<file path="config.mk">
export PLATFORM = sky130hd
export DESIGN_NAME = wb_mem_bist_flat
export DESIGN_NICKNAME = d
export VERILOG_FILES = /design/src/rtl/wb_mem_bist_if.sv /design/src/rtl/wb_mem_bist.sv /design/src/flat_wrapper.sv
export SDC_FILE = /design/constraint.sdc
export NUM_CORES = 1
export LEC_CHECK = 0
export CAP_MARGIN = 20
export CORE_MARGIN = 2
export CORE_UTILIZATION = 45
export CTS_BUF_LIST = sky130_fd_sc_hd__clkbuf_8
export CTS_CLUSTER_DIAMETER = 30
export CTS_CLUSTER_SIZE = 16
export DETAILED_ROUTE_END_ITERATION = 10
export GPL_TIMING_DRIVEN = 0
export PLACE_DENSITY = 0.84
export RECOVER_POWER = 25
export REMOVE_ABC_BUFFERS = 1
export SLEW_MARGIN = 30
export SYNTH_ARGS = -nofsm -noshare
export SYNTH_HDL_FRONTEND = slang
export SYNTH_SLANG_ARGS = --single-unit
</file>
<file path="constraint.sdc">
create_clock -name wb_clk_i -period 2.28 [get_ports wb_clk_i]
set_input_delay 0.342 -clock wb_clk_i [delete_from_list [all_inputs] [get_ports wb_clk_i]]
set_output_delay 0.342 -clock wb_clk_i [all_outputs]
set_load 0.03 [all_outputs]
</file>
<file path="src/rtl/wb_mem_bist_if.sv">
// Wishbone B3 classic bus between the BIST initiator and the memory slave.
interface wb_mem_bist_if;
  logic        cyc;
  logic        stb;
  logic        we;
  logic [3:0]  sel;
  logic [31:0] adr;
  logic [31:0] dat_w;
  logic [31:0] dat_r;
  logic        ack;

  modport master (
    output cyc, stb, we, sel, adr, dat_w,
    input  dat_r, ack
  );

  modport slave (
    input  cyc, stb, we, sel, adr, dat_w,
    output dat_r, ack
  );
endinterface

</file>
<file path="src/rtl/wb_mem_bist.sv">
// Memory BIST: writes a seeded, address-dependent pattern over 2^IDX_W words,
// reads it back, and reports pass/fail, error count, first failure and timeout.
module wb_mem_bist #(
  parameter logic [31:0] ADDR_BASE = 32'h3000_0000,
  parameter int unsigned IDX_W     = 10,
  parameter int unsigned TIMEOUT   = 255
) (
  input  logic                 wb_clk_i,
  input  logic                 wb_rst_i,
  input  logic                 start_i,
  input  logic [31:0]          seed_i,
  wb_mem_bist_if.master        wbm,
  output logic                 busy_o,
  output logic                 done_o,
  output logic                 pass_o,
  output logic                 timeout_o,
  output logic [15:0]          err_count_o,
  output logic [31:0]          fail_addr_o,
  output logic [31:0]          fail_data_o
);

  localparam int unsigned CNT_W = 16;
  localparam int unsigned ERR_W = 16;
  localparam logic [IDX_W-1:0] IDX_LAST  = {IDX_W{1'b1}};
  localparam logic [CNT_W-1:0] TMO_LIMIT = CNT_W'(TIMEOUT);
  localparam logic [ERR_W-1:0] ERR_MAX   = {ERR_W{1'b1}};

  typedef enum logic [2:0] {
    IDLE  = 3'd0,
    WRITE = 3'd1,
    WGAP  = 3'd2,
    READ  = 3'd3,
    RGAP  = 3'd4,
    DONE  = 3'd5
  } state_t;

  state_t             state_q, state_d;
  logic [IDX_W-1:0]   idx_q, idx_d;
  logic [31:0]        seed_q, seed_d;
  logic [CNT_W-1:0]   tmo_q, tmo_d;
  logic [ERR_W-1:0]   err_q, err_d;
  logic [31:0]        faddr_q, faddr_d;
  logic [31:0]        fdata_q, fdata_d;

  logic               cyc_q, cyc_d;
  logic               stb_q, stb_d;
  logic               we_q, we_d;
  logic [3:0]         sel_q, sel_d;
  logic [31:0]        adr_q, adr_d;
  logic [31:0]        dat_q, dat_d;

  logic               busy_q, busy_d;
  logic               done_q, done_d;
  logic               pass_q, pass_d;
  logic               tflag_q, tflag_d;
  logic [ERR_W-1:0]   err_out_q, err_out_d;
  logic [31:0]        faddr_out_q, faddr_out_d;
  logic [31:0]        fdata_out_q, fdata_out_d;

  logic               launch_c;
  logic               launch_we_c;
  logic [IDX_W-1:0]   launch_idx_c;
  logic               drop_c;
  logic               finish_c;

  // Test pattern: seed xor {~i, i} with i zero-extended to 16 bits.
  function automatic logic [31:0] pattern(input logic [31:0] seed, input logic [IDX_W-1:0] idx);
    logic [15:0] i16;
    i16 = 16'(idx);
    return seed ^ {~i16, i16};
  endfunction

  // Byte address of a word index; wraps mod 2^32.
  function automatic logic [31:0] word_addr(input logic [IDX_W-1:0] idx);
    return ADDR_BASE + (32'(idx) << 2);
  endfunction

  // Next-state, bus launch/drop and result bookkeeping.
  always_comb begin
    state_d      = state_q;
    idx_d        = idx_q;
    seed_d       = seed_q;
    tmo_d        = tmo_q;
    err_d        = err_q;
    faddr_d      = faddr_q;
    fdata_d      = fdata_q;
    cyc_d        = cyc_q;
    stb_d        = stb_q;
    we_d         = we_q;
    sel_d        = sel_q;
    adr_d        = adr_q;
    dat_d        = dat_q;
    busy_d       = busy_q;
    done_d       = done_q;
    pass_d       = pass_q;
    tflag_d      = tflag_q;
    err_out_d    = err_out_q;
    faddr_out_d  = faddr_out_q;
    fdata_out_d  = fdata_out_q;
    launch_c     = 1'b0;
    launch_we_c  = 1'b0;
    launch_idx_c = idx_q;
    drop_c       = 1'b0;
    finish_c     = 1'b0;

    case (state_q)
      IDLE, DONE: begin
        if (start_i) begin
          seed_d       = seed_i;
          err_d        = '0;
          faddr_d      = '0;
          fdata_d      = '0;
          done_d       = 1'b0;
          pass_d       = 1'b0;
          tflag_d      = 1'b0;
          err_out_d    = '0;
          faddr_out_d  = '0;
          fdata_out_d  = '0;
          busy_d       = 1'b1;
          launch_c     = 1'b1;
          launch_we_c  = 1'b1;
          launch_idx_c = '0;
          state_d      = WRITE;
        end
      end
      WRITE: begin
        if (wbm.ack) begin
          drop_c  = 1'b1;
          state_d = WGAP;
        end else if (tmo_q == TMO_LIMIT) begin
          tflag_d  = 1'b1;
          finish_c = 1'b1;
        end else begin
          tmo_d = tmo_q + CNT_W'(1);
        end
      end
      WGAP: begin
        launch_c = 1'b1;
        if (idx_q == IDX_LAST) begin
          launch_we_c  = 1'b0;
          launch_idx_c = '0;
          state_d      = READ;
        end else begin
          launch_we_c  = 1'b1;
          launch_idx_c = idx_q + IDX_W'(1);
          state_d      = WRITE;
        end
      end
      READ: begin
        if (wbm.ack) begin
          drop_c  = 1'b1;
          state_d = RGAP;
          if (wbm.dat_r != pattern(seed_q, idx_q)) begin
            if (err_q == '0) begin
              faddr_d = adr_q;
              fdata_d = wbm.dat_r;
            end
            if (err_q != ERR_MAX) begin
              err_d = err_q + ERR_W'(1);
            end
          end
        end else if (tmo_q == TMO_LIMIT) begin
          tflag_d  = 1'b1;
          finish_c = 1'b1;
        end else begin
          tmo_d = tmo_q + CNT_W'(1);
        end
      end
      RGAP: begin
        if (idx_q == IDX_LAST) begin
          finish_c = 1'b1;
        end else begin
          launch_c     = 1'b1;
          launch_we_c  = 1'b0;
          launch_idx_c = idx_q + IDX_W'(1);
          state_d      = READ;
        end
      end
      default: begin
        state_d = IDLE;
      end
    endcase

    // Results become visible together on the edge that enters DONE.
    if (finish_c) begin
      state_d     = DONE;
      drop_c      = 1'b1;
      busy_d      = 1'b0;
      done_d      = 1'b1;
      pass_d      = (err_d == '0) && !tflag_d;
      err_out_d   = err_d;
      faddr_out_d = faddr_d;
      fdata_out_d = fdata_d;
    end

    if (drop_c) begin
      cyc_d = 1'b0;
      stb_d = 1'b0;
      we_d  = 1'b0;
      sel_d = 4'h0;
    end

    if (launch_c) begin
      idx_d = launch_idx_c;
      cyc_d = 1'b1;
      stb_d = 1'b1;
      we_d  = launch_we_c;
      sel_d = 4'hF;
      adr_d = word_addr(launch_idx_c);
      dat_d = pattern(seed_d, launch_idx_c);
      tmo_d = '0;
    end
  end

  // State and registered outputs; reset abandons any test in flight.
  always_ff @(posedge wb_clk_i) begin
    if (wb_rst_i) begin
      state_q     <= IDLE;
      idx_q       <= '0;
      seed_q      <= '0;
      tmo_q       <= '0;
      err_q       <= '0;
      faddr_q     <= '0;
      fdata_q     <= '0;
      cyc_q       <= 1'b0;
      stb_q       <= 1'b0;
      we_q        <= 1'b0;
      sel_q       <= 4'h0;
      adr_q       <= '0;
      dat_q       <= '0;
      busy_q      <= 1'b0;
      done_q      <= 1'b0;
      pass_q      <= 1'b0;
      tflag_q     <= 1'b0;
      err_out_q   <= '0;
      faddr_out_q <= '0;
      fdata_out_q <= '0;
    end else begin
      state_q     <= state_d;
      idx_q       <= idx_d;
      seed_q      <= seed_d;
      tmo_q       <= tmo_d;
      err_q       <= err_d;
      faddr_q     <= faddr_d;
      fdata_q     <= fdata_d;
      cyc_q       <= cyc_d;
      stb_q       <= stb_d;
      we_q        <= we_d;
      sel_q       <= sel_d;
      adr_q       <= adr_d;
      dat_q       <= dat_d;
      busy_q      <= busy_d;
      done_q      <= done_d;
      pass_q      <= pass_d;
      tflag_q     <= tflag_d;
      err_out_q   <= err_out_d;
      faddr_out_q <= faddr_out_d;
      fdata_out_q <= fdata_out_d;
    end
  end

  assign wbm.cyc     = cyc_q;
  assign wbm.stb     = stb_q;
  assign wbm.we      = we_q;
  assign wbm.sel     = sel_q;
  assign wbm.adr     = adr_q;
  assign wbm.dat_w   = dat_q;
  assign busy_o      = busy_q;
  assign done_o      = done_q;
  assign pass_o      = pass_q;
  assign timeout_o   = tflag_q;
  assign err_count_o = err_out_q;
  assign fail_addr_o = faddr_out_q;
  assign fail_data_o = fdata_out_q;

endmodule
</file>
<file path="src/flat_wrapper.sv">
// flat-port wrapper written by rule: the top's interface ports become plain ports
module wb_mem_bist_flat 
#(
  parameter logic [31:0] ADDR_BASE = 32'h3000_0000,
  parameter int unsigned IDX_W     = 10,
  parameter int unsigned TIMEOUT   = 255
)
  (wb_clk_i, wb_rst_i, start_i, seed_i, busy_o, done_o, pass_o, timeout_o, err_count_o, fail_addr_o, fail_data_o, wbm_cyc, wbm_stb, wbm_we, wbm_sel, wbm_adr, wbm_dat_w, wbm_dat_r, wbm_ack);
  wb_mem_bist_if wbm_i ();
  input  logic wb_clk_i;
  input  logic wb_rst_i;
  input  logic start_i;
  input  logic [31:0] seed_i;
  output logic busy_o;
  output logic done_o;
  output logic pass_o;
  output logic timeout_o;
  output logic [15:0] err_count_o;
  output logic [31:0] fail_addr_o;
  output logic [31:0] fail_data_o;
  output wire logic [$bits(wbm_i.cyc)-1:0] wbm_cyc;
  output wire logic [$bits(wbm_i.stb)-1:0] wbm_stb;
  output wire logic [$bits(wbm_i.we)-1:0] wbm_we;
  output wire logic [$bits(wbm_i.sel)-1:0] wbm_sel;
  output wire logic [$bits(wbm_i.adr)-1:0] wbm_adr;
  output wire logic [$bits(wbm_i.dat_w)-1:0] wbm_dat_w;
  input wire logic [$bits(wbm_i.dat_r)-1:0] wbm_dat_r;
  input wire logic [$bits(wbm_i.ack)-1:0] wbm_ack;
  assign wbm_cyc = wbm_i.cyc;
  assign wbm_stb = wbm_i.stb;
  assign wbm_we = wbm_i.we;
  assign wbm_sel = wbm_i.sel;
  assign wbm_adr = wbm_i.adr;
  assign wbm_dat_w = wbm_i.dat_w;
  assign wbm_i.dat_r = wbm_dat_r;
  assign wbm_i.ack = wbm_ack;
  wb_mem_bist #(.ADDR_BASE(ADDR_BASE), .IDX_W(IDX_W), .TIMEOUT(TIMEOUT)) u_core (.wb_clk_i(wb_clk_i), .wb_rst_i(wb_rst_i), .start_i(start_i), .seed_i(seed_i), .wbm(wbm_i), .busy_o(busy_o), .done_o(done_o), .pass_o(pass_o), .timeout_o(timeout_o), .err_count_o(err_count_o), .fail_addr_o(fail_addr_o), .fail_data_o(fail_data_o));
endmodule
</file>
==> summary.txt <==
Run status
  – Outcome: finished, violations left
  – Failing checks: setup timing

Worst setup path
  – Data required, critical path: 2.69 ns
  – Critical path class: flip-flop to flip-flop
  – Critical-path cell list: xor2_1 -> or3_1 -> a222oi_1 -> and3_4 -> nand2_4 -> nand2_4 -> or3_4 -> nor2_4 -> buf_12 -> a22oi_2 -> nor2_1
  – Worst setup EP type: flip-flop
  – FF-to-FF setup slack: -0.65 ns
  – CP max-delay cell: a222oi_1
  – Critical path startpoint category: flip-flop
  – Worst R2R End: u_core.faddr_q[10]
  – Critical Path Source: u_core.seed_q[2]
  – Crit path top cell by count: nand2_4
  – CP endpoint: u_core.faddr_q[10]
  – Reg2reg start: u_core.seed_q[2]
  – Max FO, Critical Path: 8
  – CP arrival: 3.34 ns
  – FF-to-FF path depth: 11
  – Crit path largest cell delay: 0.49 ns

Min path
  – Worst hold path startpoint: wb_rst_i
  – Worst Hold Path Cells: 2
  – Hold Path Class: input port to flip-flop

Power and ir drop
  – Max VDD drop: 0.000566 V
  – Pwr Total: 11.6 mW
  – PwrDens: 726 mW/mm^2
  – Pleak: 5.89 nW

Clocking
  – Worst skew pair latency: 0.58 ns
  – CTS clk-pin slew, worst paths: 0.08 ns
  – CTS Buf Count: 45
  – CTS root buf: clkbuf_8
  – Hold-fix buffers at CTS: 0
  – # clock sinks: 260
  – CTS tree: built
  – H-tree depth: 2
  – Max clock buf depth: 3

Layout
  – Non-Filler Instances: 1764
  – Commonest non-fill, non-tap cell in the layout: dfxtp_1
  – Area Growth Syn to Fin: 53.0%
  – Multi-input logic area: 0.00602 mm^2
  – Fraction of layout cells with a size suffix above 1: 26.9%
  – Most frequent cells in the layout: dfxtp_1 (244), clkdlybuf4s50_1 (200), nor2_1 (140), nand2_1 (115), o21ai_1 (61)
  – Fillers: 1457
  – Layout Utilization: 70.3%
  – Register area: 0.00524 mm^2
  – Final nets: 1518

Global route
  – Vias in the first global route: 9907
  – Largest net degree at the start of global routing: 78
  – First-pass GRT wire length: 52300 um
  – Overall fraction of global-route tracks in use: 27.0%
  – Initial antenna violation count: 0
  – Aggregate global routing overflow: 0

Routing
  – Post-DR wirelength/cell: 21.8 um
  – Vias per cell: 5.91
  – Routed Wire Length: 38400 um
  – Post-route DRC: 0
  – Detailed router's first-iteration violation count: 1146
  – DR pass1 iterations: 5
  – Final ANT Viol Nets: 0
  – Via Count: 10400

Floorplan
  – Die area: 0.0244 mm^2
  – Die W: 156 um
  – I/O pin count: 223
  – Die height: 156 um
  – Placeable Area: 0.0226 mm^2
  – Num rows: 55
  – Initial Util: 46.0%

Synthesis
  – FF+latch count, synth: 260
  – Post-synthesis cell type count: 65
  – Cell area after synthesis: 0.0104 mm^2
  – Synth async-reset ratio: 0%
  – Number of enable flip-flop cells after synthesis: 0
  – Ys Warns: 0
  – Post-Syn Instances: 1157
  – Seq/Total Area, Yosys: 50.0%
  – Synthesized area per cell: 8.99 um^2
  – Ys flop type: dfxtp_1

STA
  – Slew @ Worst Pin: 0.666 ns
  – Final Hold Vio Count: 0
  – Min Tclk post-route: 2.93 ns
  – Layout Skew: 0.0475 ns
  – Crit share post-route: 128%
  – Final WS setup: -0.648 ns
  – Max Slew Vio Count: 0
  – Relative slew slack: 55.6%
  – Setup repair after global routing missed its margin: yes
  – Setup violators final: 189
  – Fmax: 341 MHz

Flow run
  – Total of max-cap violations: 0

Placed design
  – Post-DP HPWL: 18700 um
  – Routability cong.: 0.905
  – Port-buffer cells: 202
  – Post-Place Setup Slack: -1.69 ns
  – Inst Count DP: 1574
sequential cells by signal, summed over array words and instances, names as in the netlist:
signal and flops:
u_core.tmo_q 16, u_core.wbm.sel 1, u_core.wbm.we 1, u_core.busy_o 1, u_core.idx_q 9, u_core.seed_q 32
u_core.fail_addr_o 32, u_core.timeout_o 1, u_core.done_o 1, u_core.pass_o 1, u_core.state_q 3, u_core.err_q 16
u_core.err_count_o 16, u_core.fail_data_o 32, u_core.fdata_q 32, u_core.wbm.adr 2, u_core.faddr_q 32, u_core.wbm.dat_w 32
cell type report:
type                       count  share of cell area [%]
antenna                        1                  0.0157
clock buffer                  53                    4.58
clock inverter                27                    1.62
inverter                      11                   0.275
multi-input combinational    819                    37.8
sequential                   260                    32.9
tap                          285                    2.24
timing repair buffer         308                    20.5
logic make-up (layout without fill, tap and decap cells):
| family | count (synthesis) | after routing | synth area share (%) |
|---|---|---|---|
| AO/OA/AOI/OAI | 256 | 263 | 16.3 |
| multiplexers | 28 | 28 | 2.69 |
| AND/OR/NAND/NOR | 422 | 429 | 18.7 |
| adder cells (fa/ha/maj) | 5 | 5 | 0.601 |
| XOR/XNOR | 74 | 74 | 6.23 |
| flip-flops | 260 | 260 | 50.0 |
| buffers and inverters | 111 | 399 | 5.48 |
| other | 1 | 21 | 0.0360 |
worst min-delay path by stage:
stage	endpoint
after floorplan	u_core.err_q[10]
after CTS	u_core.fdata_q[17]
after global routing	u_core.fdata_q[17]
after global placement	u_core.pass_o
final	u_core.fdata_q[17]
after detailed placement	u_core.pass_o
metrics by stage:
stage,hold WS [ns],setup TNS (ns),area (um^2)
global route,0.184,-75.72,15900
floorplan,0.411,-299.90,9950
CTS,0.166,-47.89,15000
detailed placement,0.440,-270.58,12600
global placement,0.435,-1112.50,12300
finish,0.161,-68.69,15900
worst max-delay path, delay by kind of cell (launching register included):
| family | cells | cell delay [ns] |
|---|---|---|
| compound gates | 2 | 0.74 |
| flops | 1 | 0.35 |
| buf+inv | 1 | 0.19 |
| xor+xnor | 1 | 0.18 |
| simple gates | 7 | 1.29 |
where the power goes:
group	internal (mW)	switching, mW
clock	2.53	2.11
combinational	0.916	1.20
sequential	4.68	0.111
synth_stat cells, drive strengths merged (4+ instances only):
library cell | count | area, um^2
dfxtp | 260 | 5200
inv | 11 | 41.3
a21oi | 49 | 264
mux2i | 28 | 280
nor2b | 10 | 62.6
o21ai | 74 | 370
o22a | 6 | 52.6
and3 | 18 | 118
a31oi | 10 | 62.6
a22o | 25 | 219
buf | 54 | 357
nand3 | 27 | 135
ha | 5 | 62.6
nand4 | 9 | 56.3
xor2 | 30 | 263
and2 | 28 | 175
xnor2 | 44 | 385
nor4 | 10 | 77.6
a21o | 4 | 30.0
or3 | 4 | 25.0
nor2 | 154 | 586
nor3 | 19 | 105
o21a | 4 | 30.0
a22oi | 45 | 338
a211oi | 16 | 120
clkbuf | 46 | 173
nand2 | 127 | 477
layer usage:
metal  up-vias  wire [um]  track usage (%)
met5         -          0                0
met2       661      18000             44.5
met1      4988      14700             32.6
li1       4578          -                -
met4         0       2190             14.1
met3       191       3540             6.97
timing repair:
action / 4_1_cts / 5_1_grt
cloned: 19 / 5
setup endpoints to repair: 257 / 203
resized for setup: 180 / 132
buffers inserted: 54 / 34
pin swaps: 72 / 77
No activity file was read; power rests on OpenSTA's default activity.
